File: src/rtl/genius_pkg.sv
// Shared definitions for the sprite sequencer: command field widths, sprite
// bit indices, FSM state encoding, the packed command payload and a helper
// that turns a sprite index into its one-hot flag pattern.
package genius_pkg;

  localparam int unsigned SPRITE_W    = 3;
  localparam int unsigned ON_W        = 6;
  localparam int unsigned GAP_W       = 4;
  localparam int unsigned CMD_W       = SPRITE_W + ON_W + GAP_W;
  localparam int unsigned CNT_W       = 6;
  localparam int unsigned NUM_SPRITES = 6;
  localparam int unsigned FLAGS_W     = 7;

  localparam int unsigned BIT_BLUE   = 0;
  localparam int unsigned BIT_GREEN  = 1;
  localparam int unsigned BIT_RED    = 2;
  localparam int unsigned BIT_YELLOW = 3;
  localparam int unsigned BIT_LOSE   = 4;
  localparam int unsigned BIT_WIN    = 5;
  localparam int unsigned BIT_POWER  = 6;

  typedef enum logic [1:0] {
    ST_IDLE = 2'd0,
    ST_ON   = 2'd1,
    ST_GAP  = 2'd2
  } seq_state_t;

  typedef struct packed {
    logic [SPRITE_W-1:0] sprite;
    logic [ON_W-1:0]     on_frames;
    logic [GAP_W-1:0]    gap_frames;
  } cmd_t;

  // Indices 6 and 7 are silent commands and map to no flag.
  function automatic logic [NUM_SPRITES-1:0] sprite_onehot(input logic [SPRITE_W-1:0] s);
    logic [NUM_SPRITES-1:0] oh;
    oh = '0;
    for (int unsigned i = 0; i < NUM_SPRITES; i++) begin
      oh[i] = (32'(s) == i);
    end
    return oh;
  endfunction

endpackage

File: src/rtl/sprite_sequencer_if.sv
// Command handshake bundle between a command source and the sprite sequencer.
//   CMD_VALID  command offered (master)
//   CMD_READY  sequencer queue not full (slave)
//   CMD_SPRITE sprite index, CMD_ON lit frames, CMD_GAP dark frames (master)
interface sprite_sequencer_if import genius_pkg::*; ();

  logic                CMD_VALID;
  logic                CMD_READY;
  logic [SPRITE_W-1:0] CMD_SPRITE;
  logic [ON_W-1:0]     CMD_ON;
  logic [GAP_W-1:0]    CMD_GAP;

  modport master (
    output CMD_VALID, CMD_SPRITE, CMD_ON, CMD_GAP,
    input  CMD_READY
  );

  modport slave (
    input  CMD_VALID, CMD_SPRITE, CMD_ON, CMD_GAP,
    output CMD_READY
  );

endinterface

File: src/rtl/cmd_fifo.sv
// Synchronous show-ahead FIFO holding queued sprite commands.
//   VGA_CLK, RESET  clock and synchronous active-high reset
//   push/din        write when not full
//   pop             drop head when not empty; dout always shows the head
//   flush           empty the queue (wins over push/pop)
//   full, empty     occupancy status
module cmd_fifo import genius_pkg::*; #(
  parameter int unsigned WIDTH = CMD_W,
  parameter int unsigned DEPTH = 8
) (
  input  logic             VGA_CLK,
  input  logic             RESET,
  input  logic             push,
  input  logic             pop,
  input  logic             flush,
  input  logic [WIDTH-1:0] din,
  output logic [WIDTH-1:0] dout,
  output logic             full,
  output logic             empty
);

  localparam int unsigned AW = (DEPTH > 1) ? $clog2(DEPTH) : 1;

  logic [WIDTH-1:0] mem [DEPTH];
  logic [AW:0]      wr_ptr;
  logic [AW:0]      rd_ptr;
  logic             do_push;
  logic             do_pop;

  assign do_push = push && !full && !flush;
  assign do_pop  = pop && !empty && !flush;

  // Extra pointer MSB distinguishes full from empty.
  assign empty = (wr_ptr == rd_ptr);
  assign full  = (wr_ptr[AW] != rd_ptr[AW]) && (wr_ptr[AW-1:0] == rd_ptr[AW-1:0]);
  assign dout  = mem[rd_ptr[AW-1:0]];

  // Pointer update
  always_ff @(posedge VGA_CLK) begin
    if (RESET || flush) begin
      wr_ptr <= '0;
      rd_ptr <= '0;
    end else begin
      if (do_push) wr_ptr <= wr_ptr + (AW+1)'(1);
      if (do_pop)  rd_ptr <= rd_ptr + (AW+1)'(1);
    end
  end

  // Storage
  always_ff @(posedge VGA_CLK) begin
    if (do_push) mem[wr_ptr[AW-1:0]] <= din;
  end

endmodule

File: src/rtl/sprite_sequencer.sv
// Plays queued sprite commands against the VGA frame timebase: each command
// lights one sprite flag for CMD_ON frames, then stays dark for CMD_GAP frames.
//   VGA_CLK, RESET  pixel clock, synchronous active-high reset
//   VGA_VS          active-low vertical sync, frame tick source
//   cmd             command handshake (slave side)
//   PWR_ON          power-sprite request, mirrored on SPRITES_FLAGS[6]
//   FLUSH           abort current command and empty the queue
//   SPRITES_FLAGS   sprite enables to the VGA controller
//   BUSY            sequencing or commands pending
//   SEQ_DONE        one-cycle pulse when the last queued command finishes
module sprite_sequencer import genius_pkg::*; #(
  parameter int unsigned FIFO_DEPTH = 8
) (
  input  logic               VGA_CLK,
  input  logic               RESET,
  input  logic               VGA_VS,
  sprite_sequencer_if.slave  cmd,
  input  logic               PWR_ON,
  input  logic               FLUSH,
  output logic [FLAGS_W-1:0] SPRITES_FLAGS,
  output logic               BUSY,
  output logic               SEQ_DONE
);

  seq_state_t             state, state_d;
  logic [CNT_W-1:0]       cnt, cnt_d;
  cmd_t                   cur, cur_d;
  cmd_t                   cmd_in;
  cmd_t                   fifo_dout;
  logic                   fifo_full;
  logic                   fifo_empty;
  logic                   push;
  logic                   pop;
  logic                   advance;
  logic                   done_d;
  logic [NUM_SPRITES-1:0] flags_d;
  logic [CNT_W-1:0]       on_last;
  logic [CNT_W-1:0]       gap_last;
  logic                   vs_q;
  logic                   tick;

  assign cmd_in        = {cmd.CMD_SPRITE, cmd.CMD_ON, cmd.CMD_GAP};
  assign cmd.CMD_READY = !fifo_full;
  // A command offered alongside FLUSH is discarded.
  assign push          = cmd.CMD_VALID && !fifo_full && !FLUSH;
  assign BUSY          = (state != ST_IDLE) || !fifo_empty;

  // Final count of each phase; CMD_ON of 0 behaves as 1.
  assign on_last  = (cur.on_frames == '0) ? '0 : CNT_W'(cur.on_frames) - CNT_W'(1);
  assign gap_last = CNT_W'(cur.gap_frames) - CNT_W'(1);

  cmd_fifo #(
    .WIDTH (CMD_W),
    .DEPTH (FIFO_DEPTH)
  ) u_cmd_fifo (
    .VGA_CLK (VGA_CLK),
    .RESET   (RESET),
    .push    (push),
    .pop     (pop),
    .flush   (FLUSH),
    .din     (cmd_in),
    .dout    (fifo_dout),
    .full    (fifo_full),
    .empty   (fifo_empty)
  );

  // Next-state, counter and flag decode
  always_comb begin
    state_d = state;
    cnt_d   = cnt;
    cur_d   = cur;
    pop     = 1'b0;
    advance = 1'b0;
    done_d  = 1'b0;

    case (state)
      ST_IDLE: begin
        if (!fifo_empty) begin
          pop     = 1'b1;
          cur_d   = fifo_dout;
          cnt_d   = '0;
          state_d = ST_ON;
        end
      end
      ST_ON: begin
        if (tick) begin
          if (cnt == on_last) begin
            if (cur.gap_frames != '0) begin
              state_d = ST_GAP;
              cnt_d   = '0;
            end else begin
              advance = 1'b1;
            end
          end else begin
            cnt_d = cnt + CNT_W'(1);
          end
        end
      end
      ST_GAP: begin
        if (tick) begin
          if (cnt == gap_last) advance = 1'b1;
          else                 cnt_d = cnt + CNT_W'(1);
        end
      end
      default: state_d = ST_IDLE;
    endcase

    // Chain straight into the next command so no dead cycle appears.
    if (advance) begin
      if (!fifo_empty) begin
        pop     = 1'b1;
        cur_d   = fifo_dout;
        cnt_d   = '0;
        state_d = ST_ON;
      end else begin
        cnt_d   = '0;
        state_d = ST_IDLE;
        done_d  = 1'b1;
      end
    end

    if (FLUSH) begin
      pop     = 1'b0;
      cnt_d   = '0;
      done_d  = 1'b0;
      state_d = ST_IDLE;
    end

    flags_d = (state_d == ST_ON) ? sprite_onehot(cur_d.sprite) : '0;
  end

  // State, frame tick and output registers
  always_ff @(posedge VGA_CLK) begin
    if (RESET) begin
      vs_q          <= 1'b1;
      tick          <= 1'b0;
      state         <= ST_IDLE;
      cnt           <= '0;
      cur           <= '0;
      SPRITES_FLAGS <= '0;
      SEQ_DONE      <= 1'b0;
    end else begin
      vs_q          <= VGA_VS;
      tick          <= vs_q && !VGA_VS;
      state         <= state_d;
      cnt           <= cnt_d;
      cur           <= cur_d;
      SPRITES_FLAGS <= {PWR_ON, flags_d};
      SEQ_DONE      <= done_d;
    end
  end

endmodule
File: src/flat_wrapper.sv
// flat-port wrapper written by rule: the top's interface ports become plain ports
module sprite_sequencer_flat import genius_pkg::*;
#(
  parameter int unsigned FIFO_DEPTH = 8
)
  (VGA_CLK, RESET, VGA_VS, PWR_ON, FLUSH, SPRITES_FLAGS, BUSY, SEQ_DONE, cmd_CMD_VALID, cmd_CMD_SPRITE, cmd_CMD_ON, cmd_CMD_GAP, cmd_CMD_READY);
  sprite_sequencer_if cmd_i ();
  input  logic VGA_CLK;
  input  logic RESET;
  input  logic VGA_VS;
  input  logic PWR_ON;
  input  logic FLUSH;
  output logic [FLAGS_W-1:0] SPRITES_FLAGS;
  output logic BUSY;
  output logic SEQ_DONE;
  input wire logic [$bits(cmd_i.CMD_VALID)-1:0] cmd_CMD_VALID;
  input wire logic [$bits(cmd_i.CMD_SPRITE)-1:0] cmd_CMD_SPRITE;
  input wire logic [$bits(cmd_i.CMD_ON)-1:0] cmd_CMD_ON;
  input wire logic [$bits(cmd_i.CMD_GAP)-1:0] cmd_CMD_GAP;
  output wire logic [$bits(cmd_i.CMD_READY)-1:0] cmd_CMD_READY;
  assign cmd_i.CMD_VALID = cmd_CMD_VALID;
  assign cmd_i.CMD_SPRITE = cmd_CMD_SPRITE;
  assign cmd_i.CMD_ON = cmd_CMD_ON;
  assign cmd_i.CMD_GAP = cmd_CMD_GAP;
  assign cmd_CMD_READY = cmd_i.CMD_READY;
  sprite_sequencer #(.FIFO_DEPTH(FIFO_DEPTH)) u_core (.VGA_CLK(VGA_CLK), .RESET(RESET), .VGA_VS(VGA_VS), .cmd(cmd_i), .PWR_ON(PWR_ON), .FLUSH(FLUSH), .SPRITES_FLAGS(SPRITES_FLAGS), .BUSY(BUSY), .SEQ_DONE(SEQ_DONE));
endmodule
File: config.mk
export PLATFORM = sky130hd
export DESIGN_NAME = sprite_sequencer_flat
export DESIGN_NICKNAME = d
export VERILOG_FILES = /design/src/rtl/genius_pkg.sv /design/src/rtl/sprite_sequencer_if.sv /design/src/rtl/cmd_fifo.sv /design/src/rtl/sprite_sequencer.sv /design/src/flat_wrapper.sv
export SDC_FILE = /design/constraint.sdc
export NUM_CORES = 1
export LEC_CHECK = 0
export BUFFER_PORTS_ARGS = -buffer_cell sky130_fd_sc_hd__buf_4
export CORE_MARGIN = 4
export CORE_UTILIZATION = 60
export CTS_CLUSTER_DIAMETER = 150
export DETAILED_ROUTE_END_ITERATION = 6
export GPL_ROUTABILITY_DRIVEN = 0
export GPL_TIMING_DRIVEN = 0
export PLACE_DENSITY_LB_ADDON = 0.12
export SLEW_MARGIN = 20
export SYNTH_ARGS = -nofsm -noshare
export SYNTH_HDL_FRONTEND = slang
export SYNTH_HIERARCHICAL = 1
export SYNTH_SLANG_ARGS = --single-unit
export TNS_END_PERCENT = 5
File: constraint.sdc
create_clock -name VGA_CLK -period 3.85 [get_ports VGA_CLK]
set_clock_uncertainty 0.05 [all_clocks]
set_input_delay 0.385 -clock VGA_CLK [delete_from_list [all_inputs] [get_ports VGA_CLK]]
set_output_delay 0.385 -clock VGA_CLK [all_outputs]
set_load 0.03 [all_outputs]
# Word level (Yosys, flattened, before mapping)
# Memories as Yosys holds them, arrays and structs flattened. A register that Yosys moved wholly into a read port is not among the register bits.
# Index checks and enable logic that the tools add are counted.
[word_totals]
wordCells = 98
n_memories = 1
input_bits = 19
regBits = 39
mem_bits_rw = 104
output_inout_bits = 10
[memory_table]
columns = ["name", "depth", "word_bits", "rd", "rd_clocked_by_memory_dff", "write_ports", "line", "source"]
rows = [
  ["u_core.u_cmd_fifo.mem", 8, 13, 1, 1, 1, "cmd_fifo.sv:24", "logic [WIDTH-1:0] mem [DEPTH];"],
]
[classes]
n_reduce_logical = 24
mux = 36
eq_ne = 18
bitwise = 2
n_addsub = 5
[op_table]
columns = ["operator", "count"]
rows = [
  ["2-to-1 mux 13 bit", 4],
  ["2-to-1 mux 6 bit", 7],
  ["case mux 6 bit (3 select lines)", 1],
  ["2-to-1 mux 1 bit", 14],
  ["equality test 6 bit", 2],
  ["2-to-1 mux 2 bit", 6],
  ["adder 4 x 1 -> 4 bit (second input constant)", 2],
  ["logical AND 1 bit", 8],
  ["adder 6 x 1 -> 6 bit (second input constant)", 1],
  ["equality test 3 x 2 -> 1 bit (second input constant)", 2],
  ["equality test 3 bit (second input constant)", 2],
  ["logical NOT 6 bit", 1],
  ["2-to-1 mux 3 bit", 2],
  ["case mux 2 bit (3 select lines)", 1],
  ["AND reduction 6 bit", 1],
  ["OR reduction 3 bit", 2],
  ["subtractor 6 x 1 -> 6 bit (second input constant)", 1],
  ["subtractor 4 x 1 -> 5 bit (second input constant)", 1],
  ["equality test 2 x 1 -> 1 bit (second input constant)", 2],
  ["equality test 4 bit", 1],
  ["logical NOT 1 bit", 4],
  ["inequality test 2 x 1 -> 1 bit (second input constant)", 2],
  ["inequality test 2 bit (second input constant)", 2],
  ["nonzero test 4 bit", 1],
  ["other kinds (13)", 15],
]

# Logic depth before layout (Yosys ltp)
[depth]
depth_word = 12
ltp_mapped = 14

# Modules after synthesis
# Netlist, hierarchy kept.
[by_module_without_submodules]
columns = ["mod", "area_each_um2", "n_inst", "cells_per_inst", "seq_area_each_um2"]
rows = [
  ["cmd_fifo", 4544.4, 1, 228, 3343.2],
  ["sprite_sequencer", 1915.6, 1, 218, 620.6],
]

# Least setup slack after synthesis
# OpenSTA, ideal clock, no wires.
[synth_path]
kind = "reg-to-reg"
startpoint = "reg (tool-made name)"
endpoint = "reg (tool-made name)"
setup_slack_ns = 0.559
t_arrival_ns = 3.171
path_stages_with_launch = 13
setup_ns = 0.070
cell_sequence = "dfxtp_1 or4_4 nor3_1 xor2_1 a2111oi_4 nand4_4 a21oi_2 buf_2 nor2b_1 nor2b_1 nand2_1 or3_1 a21oi_1"

==> impl_metrics.csv <==
group,metric,value,unit
floorplanning,floorplan.die.height,111.8,um
yosys,synth_top_area_cell,"sky130_fd_sc_hd__edfxtp_1",
global_route,first_global_vias,3883,
power_and_ir_drop,ir_worst_vdd,0.4539,mV
yosys,yosysWarnings,6,
yosys,yosys.area_share.adder,1.937,%
setup_path,ff2ff_path_depth,12,
sta,fmax,274.4,MHz
setup_path,startpoint_class,"flip-flop",
yosys,simple_gate_fraction_of_synth_area,11.20,%
setup_path,critical_path_class,"reg -> reg",
min_path,worst_hold_path_type,"in -> reg",
finish,fin_util,72.16,%
sta,hold_viol,0,
floorplanning,initial_core_util,62.02,%
clocking,clk_latency,520,ps
setup_path,setup.worst_path.end_class,"flip-flop",
detailed_routing,detail_route.wirelength,12.61,mm
detailed_routing,routed_via_density,5.980,
setup_path,worst_ep_arrival_time,4040,ps
power_and_ir_drop,power.static_leakage,0.002531,uW
yosys,ys_seq_elements,146,
yosys,synth_common_cells,"sky130_fd_sc_hd__edfxtp_1, sky130_fd_sc_hd__dfxtp_1, sky130_fd_sc_hd__nor2_1",
floorplanning,die-area,0.01249,mm^2
detailed_routing,drt-initial-drc-count,269,
place,hpwl,8.117,mm
yosys,largest_family_of_logic_cells_by_synthesized_area,"multiplexers",
global_route,largest_net_degree_at_the_start_of_global_routing,17,
floorplanning,io-pin-count,29,
yosys,synth_top_cell_area_share,48.34,%
yosys,synth_fp_nets,475,
min_path,timing.hold.worst_path_depth,2,
detailed_routing,num_vias,3863,
clocking,clock_tree_from_tritoncts,"built",
clocking,clkSinkCount,146,
yosys,post_synth_xor_area_fraction,2.518,%
sta,timing.final.setup_violations,0,
setup_path,regToRegSetupSlack,210,ps
finish,final.fill_count,656,
clocking,cts.root.buffer_cell,"sky130_fd_sc_hd__clkbuf_8",
detailed_routing,detail_route.first_pass.iterations,4,
sta,post-route-period-util,94.67,%
yosys,syn_area,0.006460,mm^2
yosys,syn-instance-count,446,
yosys,ys_async_rst_share,0,%
setup_path,worstPathRequired,4240,ps
finish,final_net_count,528,
power_and_ir_drop,fin_total_pwr,3459,uW
yosys,synth_ff_type,"sky130_fd_sc_hd__edfxtp_1",
status,run_status,"finished, final reports clean",
sta,max-slew-margin-rel,39.44,%
place,post-place-ws,-135.6,ps
global_route,grtUsageTotal,21.10,%
clocking,htree_levels,4,
yosys,mux_cell_area_share_after_synthesis,13.50,%
detailed_routing,detail_route.wl_per_cell,19.52,um
clocking,cts_max_path_buffers,2,
yosys,edff_count_synth,104,
sta,slew_viol_final,0,
sta,worst-slew-pin-transition,907.3,ps
run,drv_cap,0,
setup_path,crit_fanout,10,
global_route,grt-ovfl-total,0,
global_route,number_of_antenna_violations_at_the_first_check_in_global_routing,0,
yosys,post_synthesis_compound_gate_area_fraction,7.534,%
sta,holdWs,37.01,ps
sta,worst_slack,205.1,ps
yosys,ys_seq_area_share,61.36,%
finish,antenna-diode-count,0,
clocking,numCtsBuffers,17,
detailed_routing,post-route-drc-count,0,
detailed_routing,antenna_left,0,
place,place.port_buffers,28,
sta,finalWorstPathRequiredPeriod,3645,ps
finish,final_layout_size_suffix_gt1_share,28.43,%
global_route,grt_first_pass_wirelength,20.15,mm
clocking,clk_pin_slew,60,ps
yosys,synthesis.area_per_instance,14.48,um^2
floorplanning,dieWidth,111.8,um
power_and_ir_drop,p_per_area,460.2,mW/mm^2
yosys,synth_area_leaders,"sky130_fd_sc_hd__edfxtp_1, sky130_fd_sc_hd__dfxtp_1, sky130_fd_sc_hd__mux4_2",
yosys,yosysMostFrequentCell,"sky130_fd_sc_hd__edfxtp_1",
finish,synthToLayoutAreaGrowth,16.35,%
sta,timing.setup.tns,0,ps
floorplanning,floorplan.core_area,0.01042,mm^2
floorplanning,rows,37,
yosys,post_synth_num_cell_types,58,
==> logic make-up after synthesis <==
logic type                 count (synthesis)
DFF                                      146
and+or+nand+nor                          129
AOI/OAI and AO/OA                         62
muxes                                     53
buffers and inverters                     30
xor gates and xnor gates                  16
adders and majority gates                 10
==> cell usage in the layout, fill, tap and decap left out, types with 7 or more instances in the layout <==
master / n
sky130_fd_sc_hd__xor2_1: 7
sky130_fd_sc_hd__nor2b_1: 9
sky130_fd_sc_hd__o21ai_0: 14
sky130_fd_sc_hd__dfxtp_1: 42
sky130_fd_sc_hd__buf_2: 7
sky130_fd_sc_hd__nand2_1: 16
sky130_fd_sc_hd__nand3_1: 8
sky130_fd_sc_hd__a21oi_1: 10
sky130_fd_sc_hd__buf_4: 33
sky130_fd_sc_hd__clkbuf_16: 16
sky130_fd_sc_hd__ha_1: 10
sky130_fd_sc_hd__clkbuf_1: 9
sky130_fd_sc_hd__nor2_1: 32
sky130_fd_sc_hd__nor3_1: 8
sky130_fd_sc_hd__mux2_2: 13
sky130_fd_sc_hd__mux4_2: 26
sky130_fd_sc_hd__edfxtp_1: 104
sky130_fd_sc_hd__inv_1: 12
sky130_fd_sc_hd__mux2i_1: 14
==> through the flow <==
step / instance area, um^2 / cells
after global placement: 6840 / 610
after global routing: 7516 / 646
after CTS: 7483 / 643
after detailed placement: 6892 / 612
final: 7516 / 646
after floorplan: 6460 / 446
==> worst min path at each step <==
| stage | endpoint | slack, ps | start |
|---|---|---|---|
| global placement | u_core/tick$_SDFF_PP0_ | 360 | u_core/vs_q$_SDFF_PP1_ |
| floorplan | u_core/tick$_SDFF_PP0_ | 340 | u_core/vs_q$_SDFF_PP1_ |
| global route | u_core/u_cmd_fifo/mem[6][9]$_DFFE_PP_ | 20 | cmd_CMD_ON[5] |
| detailed placement | u_core/tick$_SDFF_PP0_ | 370 | u_core/vs_q$_SDFF_PP1_ |
| finish | u_core/SPRITES_FLAGS[6]$_SDFF_PP0_ | 40 | PWR_ON |
| CTS | u_core/SPRITES_FLAGS[6]$_SDFF_PP0_ | 8 | PWR_ON |
==> repair_timing <==
action                                 4_1_cts  5_1_grt
setup buffers                                0        3
pin swaps                                    1        2
setup endpoints to repair                    3        3
endpoints found under the hold margin        1        0
hold buffers                                 1        0
resized for setup                            1        2
==> per-layer routing <==
metal	up-vias	global-route usage, %	share of wire (%)
met1	1938	27.60	45
met4	0	8.273	1.1
met5	-	0	0
met2	85	34.93	51
met3	11	4.239	3.1
li1	1829	-	-
==> registers in the layout, indices dropped and copies added, names as in the netlist, named ones only <==
register and flops:
u_core/cur 3, u_core/cnt 6, u_core/tick 1, u_core/u_cmd_fifo/rd_ptr 4
u_core/vs_q 1, u_core/state 2, u_core/SPRITES_FLAGS 7, u_core/u_cmd_fifo/wr_ptr 4
u_core/u_cmd_fifo/mem 104, u_core/SEQ_DONE 1
==> report_power, final <==
group | internal [uW] | total, uW | switching [uW]
registers | 1690 | 1700 | 8.76
clock network | 983 | 1600 | 615
logic | 68.6 | 160 | 91.1
==> layout make-up <==
type	count	area, um^2	area share (%)
Clock buffer	18	417.9	5.560
Multi-Input combinational cell	270	2415	32.13
Tap cell	136	170.2	2.264
Clock inverter	12	158.9	2.114
Timing Repair Buffer	34	261.5	3.479
Sequential cell	146	3964	52.74
Inverter	12	45.04	0.5993
Buffer	18	83.83	1.115
==> worst max-delay path, stage by stage (launching register included) <==
cell                        delay, ps
sky130_fd_sc_hd__dfxtp_1          360
sky130_fd_sc_hd__or4_4            580
sky130_fd_sc_hd__nor3_1           190
sky130_fd_sc_hd__xor2_1           130
sky130_fd_sc_hd__a2111oi_4        500
sky130_fd_sc_hd__nand4_4          210
sky130_fd_sc_hd__a21oi_4          250
sky130_fd_sc_hd__clkbuf_4         270
sky130_fd_sc_hd__nor2b_1          230
sky130_fd_sc_hd__nor2b_1          200
sky130_fd_sc_hd__nand2_1           90
sky130_fd_sc_hd__or3_1            330
sky130_fd_sc_hd__a21oi_1          160
Power figures use the tool's default switching activity.
